### src/rtl/bist_pkg.sv
// Shared types and constants for the BIST pattern controller: FSM states,
// LFSR/MISR tap masks and the seed zero-correction helper.
package bist_pkg;

   typedef enum logic [1:0] {
      IDLE  = 2'd0,
      APPLY = 2'd1,
      DONE  = 2'd2
   } bist_state_e;

   localparam int         LFSR_W    = 9;
   // x^9 + x^5 + 1 : feedback from q[8] and q[4]
   localparam logic [8:0] LFSR_TAPS = 9'h110;
   // x^8 + x^6 + x^5 + x^4 + 1 : feedback from m[7], m[5], m[4], m[3]
   localparam logic [7:0] MISR_TAPS = 8'hB8;

   function automatic logic [LFSR_W-1:0] fix_seed(input logic [LFSR_W-1:0] seed);
      return (seed == '0) ? 9'h001 : seed;
   endfunction

   function automatic logic [LFSR_W-1:0] lfsr_next(input logic [LFSR_W-1:0] q);
      return {q[LFSR_W-2:0], ^(q & LFSR_TAPS)};
   endfunction

endpackage

### src/rtl/bist_misr.sv
// Multiple-input signature register: shifts with polynomial feedback and
// folds the zero-extended response word into the low bits each enabled cycle.
module bist_misr
   import bist_pkg::*;
#(
   parameter int                MISR_W = 8,
   parameter int                RSP_W  = 2,
   parameter logic [MISR_W-1:0] TAPS   = MISR_W'(MISR_TAPS)
) (
   input  logic              clk,
   input  logic              rst,
   input  logic              clr,
   input  logic              en,
   input  logic [RSP_W-1:0]  rsp_in,
   output logic [MISR_W-1:0] sig
);

   logic [MISR_W-1:0] r_sig;
   logic [MISR_W-1:0] w_next;

   assign w_next = {r_sig[MISR_W-2:0], ^(r_sig & TAPS)} ^ MISR_W'(rsp_in);

   always_ff @(posedge clk or posedge rst) begin
      if (rst) begin
         r_sig <= '0;
      end else if (clr) begin
         r_sig <= '0;
      end else if (en) begin
         r_sig <= w_next;
      end
   end

   assign sig = r_sig;

endmodule

### src/rtl/bist_pattern_controller.sv
// BIST front end: drives the CUT from a 9-bit LFSR, compacts its responses
// into a MISR and compares the final signature against a golden value.
//
// state | meaning
// IDLE  | waiting for start; LFSR holds seed
// APPLY | one pattern absorbed per cycle unless hold is high
// DONE  | signature frozen, pass valid; start restarts the run
module bist_pattern_controller
   import bist_pkg::*;
#(
   parameter int                PAT_W         = 9,
   parameter int                RSP_W         = 2,
   parameter int                MISR_W        = 8,
   parameter logic [PAT_W-1:0]  SEED          = 9'h001,
   parameter int                PATTERN_COUNT = 255,
   parameter logic [MISR_W-1:0] GOLDEN_SIG    = '0
) (
   input  logic              clk,
   input  logic              rst,
   input  logic              start,
   input  logic              hold,
   input  logic [RSP_W-1:0]  rsp_in,
   output logic [PAT_W-1:0]  pat_out,
   output logic              busy,
   output logic              done,
   output logic              pass,
   output logic [MISR_W-1:0] signature
);

   localparam int                CNT_W    = $clog2(PATTERN_COUNT + 1);
   localparam logic [CNT_W-1:0]  CNT_LAST = CNT_W'(PATTERN_COUNT - 1);
   localparam logic [PAT_W-1:0]  SEED_OK  = fix_seed(SEED);
   localparam logic [MISR_W-1:0] W_TAPS   = MISR_W'(MISR_TAPS);

   bist_state_e       r_state;
   bist_state_e       w_state_nxt;
   logic              w_load;
   logic              w_step;
   logic              w_last;
   logic [PAT_W-1:0]  r_lfsr;
   logic [CNT_W-1:0]  r_cnt;
   logic              r_pass;
   logic [MISR_W-1:0] w_sig;
   logic [MISR_W-1:0] w_sig_nxt;

   always_comb begin
      w_state_nxt = r_state;
      w_load      = 1'b0;
      w_step      = 1'b0;
      w_last      = 1'b0;
      case (r_state)
         IDLE, DONE: begin
            if (start) begin
               w_load      = 1'b1;
               w_state_nxt = APPLY;
            end
         end
         APPLY: begin
            if (!hold) begin
               w_step = 1'b1;
               if (r_cnt == CNT_LAST) begin
                  w_last      = 1'b1;
                  w_state_nxt = DONE;
               end
            end
         end
         default: w_state_nxt = IDLE;
      endcase
   end

   always_ff @(posedge clk or posedge rst) begin
      if (rst) begin
         r_state <= IDLE;
      end else begin
         r_state <= w_state_nxt;
      end
   end

   // Look-ahead of the MISR update so pass is registered together with the final absorb.
   assign w_sig_nxt = {w_sig[MISR_W-2:0], ^(w_sig & W_TAPS)} ^ MISR_W'(rsp_in);

   always_ff @(posedge clk or posedge rst) begin
      if (rst) begin
         r_lfsr <= SEED_OK;
         r_cnt  <= '0;
         r_pass <= 1'b0;
      end else if (w_load) begin
         r_lfsr <= SEED_OK;
         r_cnt  <= '0;
         r_pass <= 1'b0;
      end else if (w_step) begin
         r_lfsr <= lfsr_next(r_lfsr);
         r_cnt  <= r_cnt + 1'b1;
         if (w_last) begin
            r_pass <= (w_sig_nxt == GOLDEN_SIG);
         end
      end
   end

   bist_misr #(
      .MISR_W (MISR_W),
      .RSP_W  (RSP_W),
      .TAPS   (W_TAPS)
   ) u_misr (
      .clk    (clk),
      .rst    (rst),
      .clr    (w_load),
      .en     (w_step),
      .rsp_in (rsp_in),
      .sig    (w_sig)
   );

   assign pat_out   = r_lfsr;
   assign busy      = (r_state == APPLY);
   assign done      = (r_state == DONE);
   assign pass      = r_pass;
   assign signature = w_sig;

endmodule
### config.mk
export PLATFORM = sky130hd
export DESIGN_NAME = bist_pattern_controller
export DESIGN_NICKNAME = d
export VERILOG_FILES = /design/src/rtl/bist_pkg.sv /design/src/rtl/bist_misr.sv /design/src/rtl/bist_pattern_controller.sv
export SDC_FILE = /design/constraint.sdc
export NUM_CORES = 1
export LEC_CHECK = 0
export BUFFER_PORTS_ARGS = -buffer_cell sky130_fd_sc_hd__buf_2
export CAP_MARGIN = 20
export CORE_MARGIN = 4
export CORE_UTILIZATION = 60
export CTS_BUF_LIST = sky130_fd_sc_hd__clkbuf_8
export DETAILED_ROUTE_END_ITERATION = 7
export PLACE_DENSITY = 0.86
export SYNTH_ARGS = -nofsm -noshare
export SYNTH_HDL_FRONTEND = slang
export SYNTH_SLANG_ARGS = --single-unit
### constraint.sdc
create_clock -name clk -period 3.2 [get_ports clk]
set_input_delay 0.64 -clock clk [delete_from_list [all_inputs] [get_ports clk]]
set_output_delay 0.64 -clock clk [all_outputs]
set_load 0.03 [all_outputs]
==> out/qor.yml <==
setup_path:
  path_max_fanout: 28
  cp-start-kind: "input port"
  rr_worst_depth: 3
  cp_data_required_time_ps: 3410
  rr_startpoint: "r_state[1]"
  rr_endpoint: "r_cnt[7]"
  cp-end-kind: "flip-flop"
  crit_arrival_ps: 2240
  path_class: "input port to flip-flop"
  rrSetupSlack_ps: 1180
clock_network:
  cts_resized: 0
  htree_levels: 1
  cts_buffers: 3
  cts_root_buf: "clkbuf_8"
  cts.sinks: 28
  cts_hold_buf: 0
  clkLatencyLatePin_ps: 280
  cts_tree: "yes"
  cts_buffer_depth: 2
  post-cts-setup-buffer-count: 0
  path_clk_slew_ps: 90
min_path:
  hold_path_class: "input port to asynchronous set/reset pin"
power_and_ir_drop:
  combPwrFrac: 0.360
  power.internal_uw: 786
  power_density_nw_per_um2: 829
  sw_frac_of_total: 0.395
  leakage_nw: 0.728
  switchingPower_uw: 513
  ir_worst_vdd_v: 0.000634
  clkPwrFrac: 0.213
  power.total_mw: 1.30
  power_frac_seq: 0.427
global_routing:
  grt_pass1_vias: 1100
  grt-ovfl-total: 0
  grt_start_max_net_pins: 29
  antenna_found_initial: 0
  grt_pass1_wl_um: 4990
  grt.total_usage: 0.233
sta:
  fin_crit_sh: 0.634
  hold_viol: 0
  grt_setup_unrepaired: "false"
  fmax_mhz: 493
  setup_tns_ps: 0
  tightestPinTransition_ps: 810
  finalSetupViolCount: 0
  setup_slack_ps: 1170
  slew_viol_final: 0
  fin_crit_ps: 2030
  finClkSkew_ps: 3.40
  slew_headroom: 0.460
  holdWs_ps: 280
layout:
  diodes: 0
  fin_cells: 193
  layout_common_cells: "35 x nand2_1, 27 x dfrtp_1, 25 x buf_2"
  area_delta_synth_final_pct: 18.6
  num-nets-final: 175
  layout_commonest_cell: "nand2_1"
  drive_gt1_frac: 0.205
  fillerInstances: 151
logic_synthesis:
  synth_area_um2: 1320
  synth_nets: 149
  synth-main-ff-cell: "dfrtp_1"
  yosys_warnings: 0
  synth_seq_area_share: 0.531
  avgSynthCellArea_um2: 9.37
  syn_inst: 141
  synth_edf_count: 0
  synth_cell_type_count: 32
  async_reset_ff_frac: 1.00
  synth-seq-cells: 28
place:
  io_buffers: 25
  dpl_worst_slack_ps: 891
  gp_congestion: 0.712
  hpwl_um: 2050
  dp_cells: 188
route:
  drtPass1Iterations: 4
  antenna_left: 0
  wire_per_inst_um: 15.6
  via_per_inst: 5.86
  vias: 1131
  wirelength_um: 3010
  drtIter0Drc: 34
  drc_errors: 0
run_status:
  outcome: "finished, final reports clean"
floorplanning:
  core_area_um2: 2020
  die_h_um: 54.9
  initial_core_util: 0.653
  rows: 16
  die-area_um2: 3020
  ios: 26
  die_width_um: 54.9
run:
  drv_cap: 0
[sequential cells by signal (all words and copies together), names as in the netlist]
name and flops:
r_cnt 8, pass 1, u_misr.sig 8, r_state 2
pat_out 9
[synthesized netlist by cell type, drive strengths merged, types with 2 or more instances]
master / count / area, um2
ha: 2 / 25.0
inv: 4 / 15.0
or3: 2 / 12.5
o21ai: 4 / 20.0
clkbuf: 5 / 18.8
nand2: 35 / 131
nor3: 2 / 10.0
nor2b: 3 / 18.8
a21oi: 21 / 105
or4: 4 / 30.0
nor2: 5 / 18.8
dfrtp: 27 / 676
o31ai: 3 / 22.5
buf: 2 / 8.75
xnor2: 3 / 26.3
nand3: 4 / 20.0
[power groups by stage]
stage          Sequential (mW)  Combinational [mW]  Clock [mW]
2_1_floorplan            0.675               0.201           0
3_3_place_gp             0.550               0.439           0
3_5_place_dp             0.558               0.465           0
4_1_cts                  0.553               0.468       0.281
5_1_grt                  0.570               0.507       0.298
6_report                 0.554               0.468       0.277
[layout make-up]
| class | count | area (um2) | share of cell area |
|---|---|---|---|
| Timing Repair Buffer | 28 | 168 | 0.107 |
| Sequential cell | 28 | 702 | 0.448 |
| Inverter | 4 | 15.0 | 0.00958 |
| Multi-Input combinational cell | 102 | 577 | 0.368 |
| Tap cell | 27 | 33.8 | 0.0216 |
| Clock inverter | 1 | 30.0 | 0.0192 |
| Clock buffer | 3 | 41.3 | 0.0264 |
[worst max path at each step]
| stage | cells past startpoint | endpoint | startpoint |
|---|---|---|---|
| after global routing | 3 | r_cnt[5] | r_state[0] |
| after CTS | 4 | r_cnt[7] | hold |
| after global placement | 4 | r_cnt[5] | hold |
| after floorplan | 4 | r_cnt[7] | hold |
| after detailed placement | 4 | r_cnt[7] | hold |
| final | 4 | r_cnt[7] | hold |
[critical path: stages]
cell	delay, ps
buf_2	120
or3b_1	700
or4_1	630
a21oi_1	150
[per-layer routing]
metal | wire, um | share of wire | vias to the layer above | track usage
met3 | 123 | 0.041 | 7 | 0.0322
met4 | 55 | 0.018 | 0 | 0.126
met1 | 1240 | 0.41 | 548 | 0.306
li1 | - | - | 540 | -
met2 | 1590 | 0.53 | 36 | 0.374
met5 | 0 | 0 | - | 0
[kinds of logic after synthesis]
| logic type | after synthesis | share of synthesized area |
|---|---|---|
| AOI/OAI and AO/OA | 33 | 0.144 |
| buffers and inverters | 11 | 0.0322 |
| xor gates and xnor gates | 5 | 0.0436 |
| DFF | 28 | 0.531 |
| and+or+nand+nor | 62 | 0.230 |
| adders and majority gates | 2 | 0.0189 |
[metrics by stage]
stage	util	area [um2]
2_1_floorplan	-	1320
5_1_grt	0.775	1570
3_5_place_dp	0.726	1470
4_1_cts	0.761	1540
3_3_place_gp	0.726	1470
6_report	0.775	1570
Power figures use the tool's default switching activity.
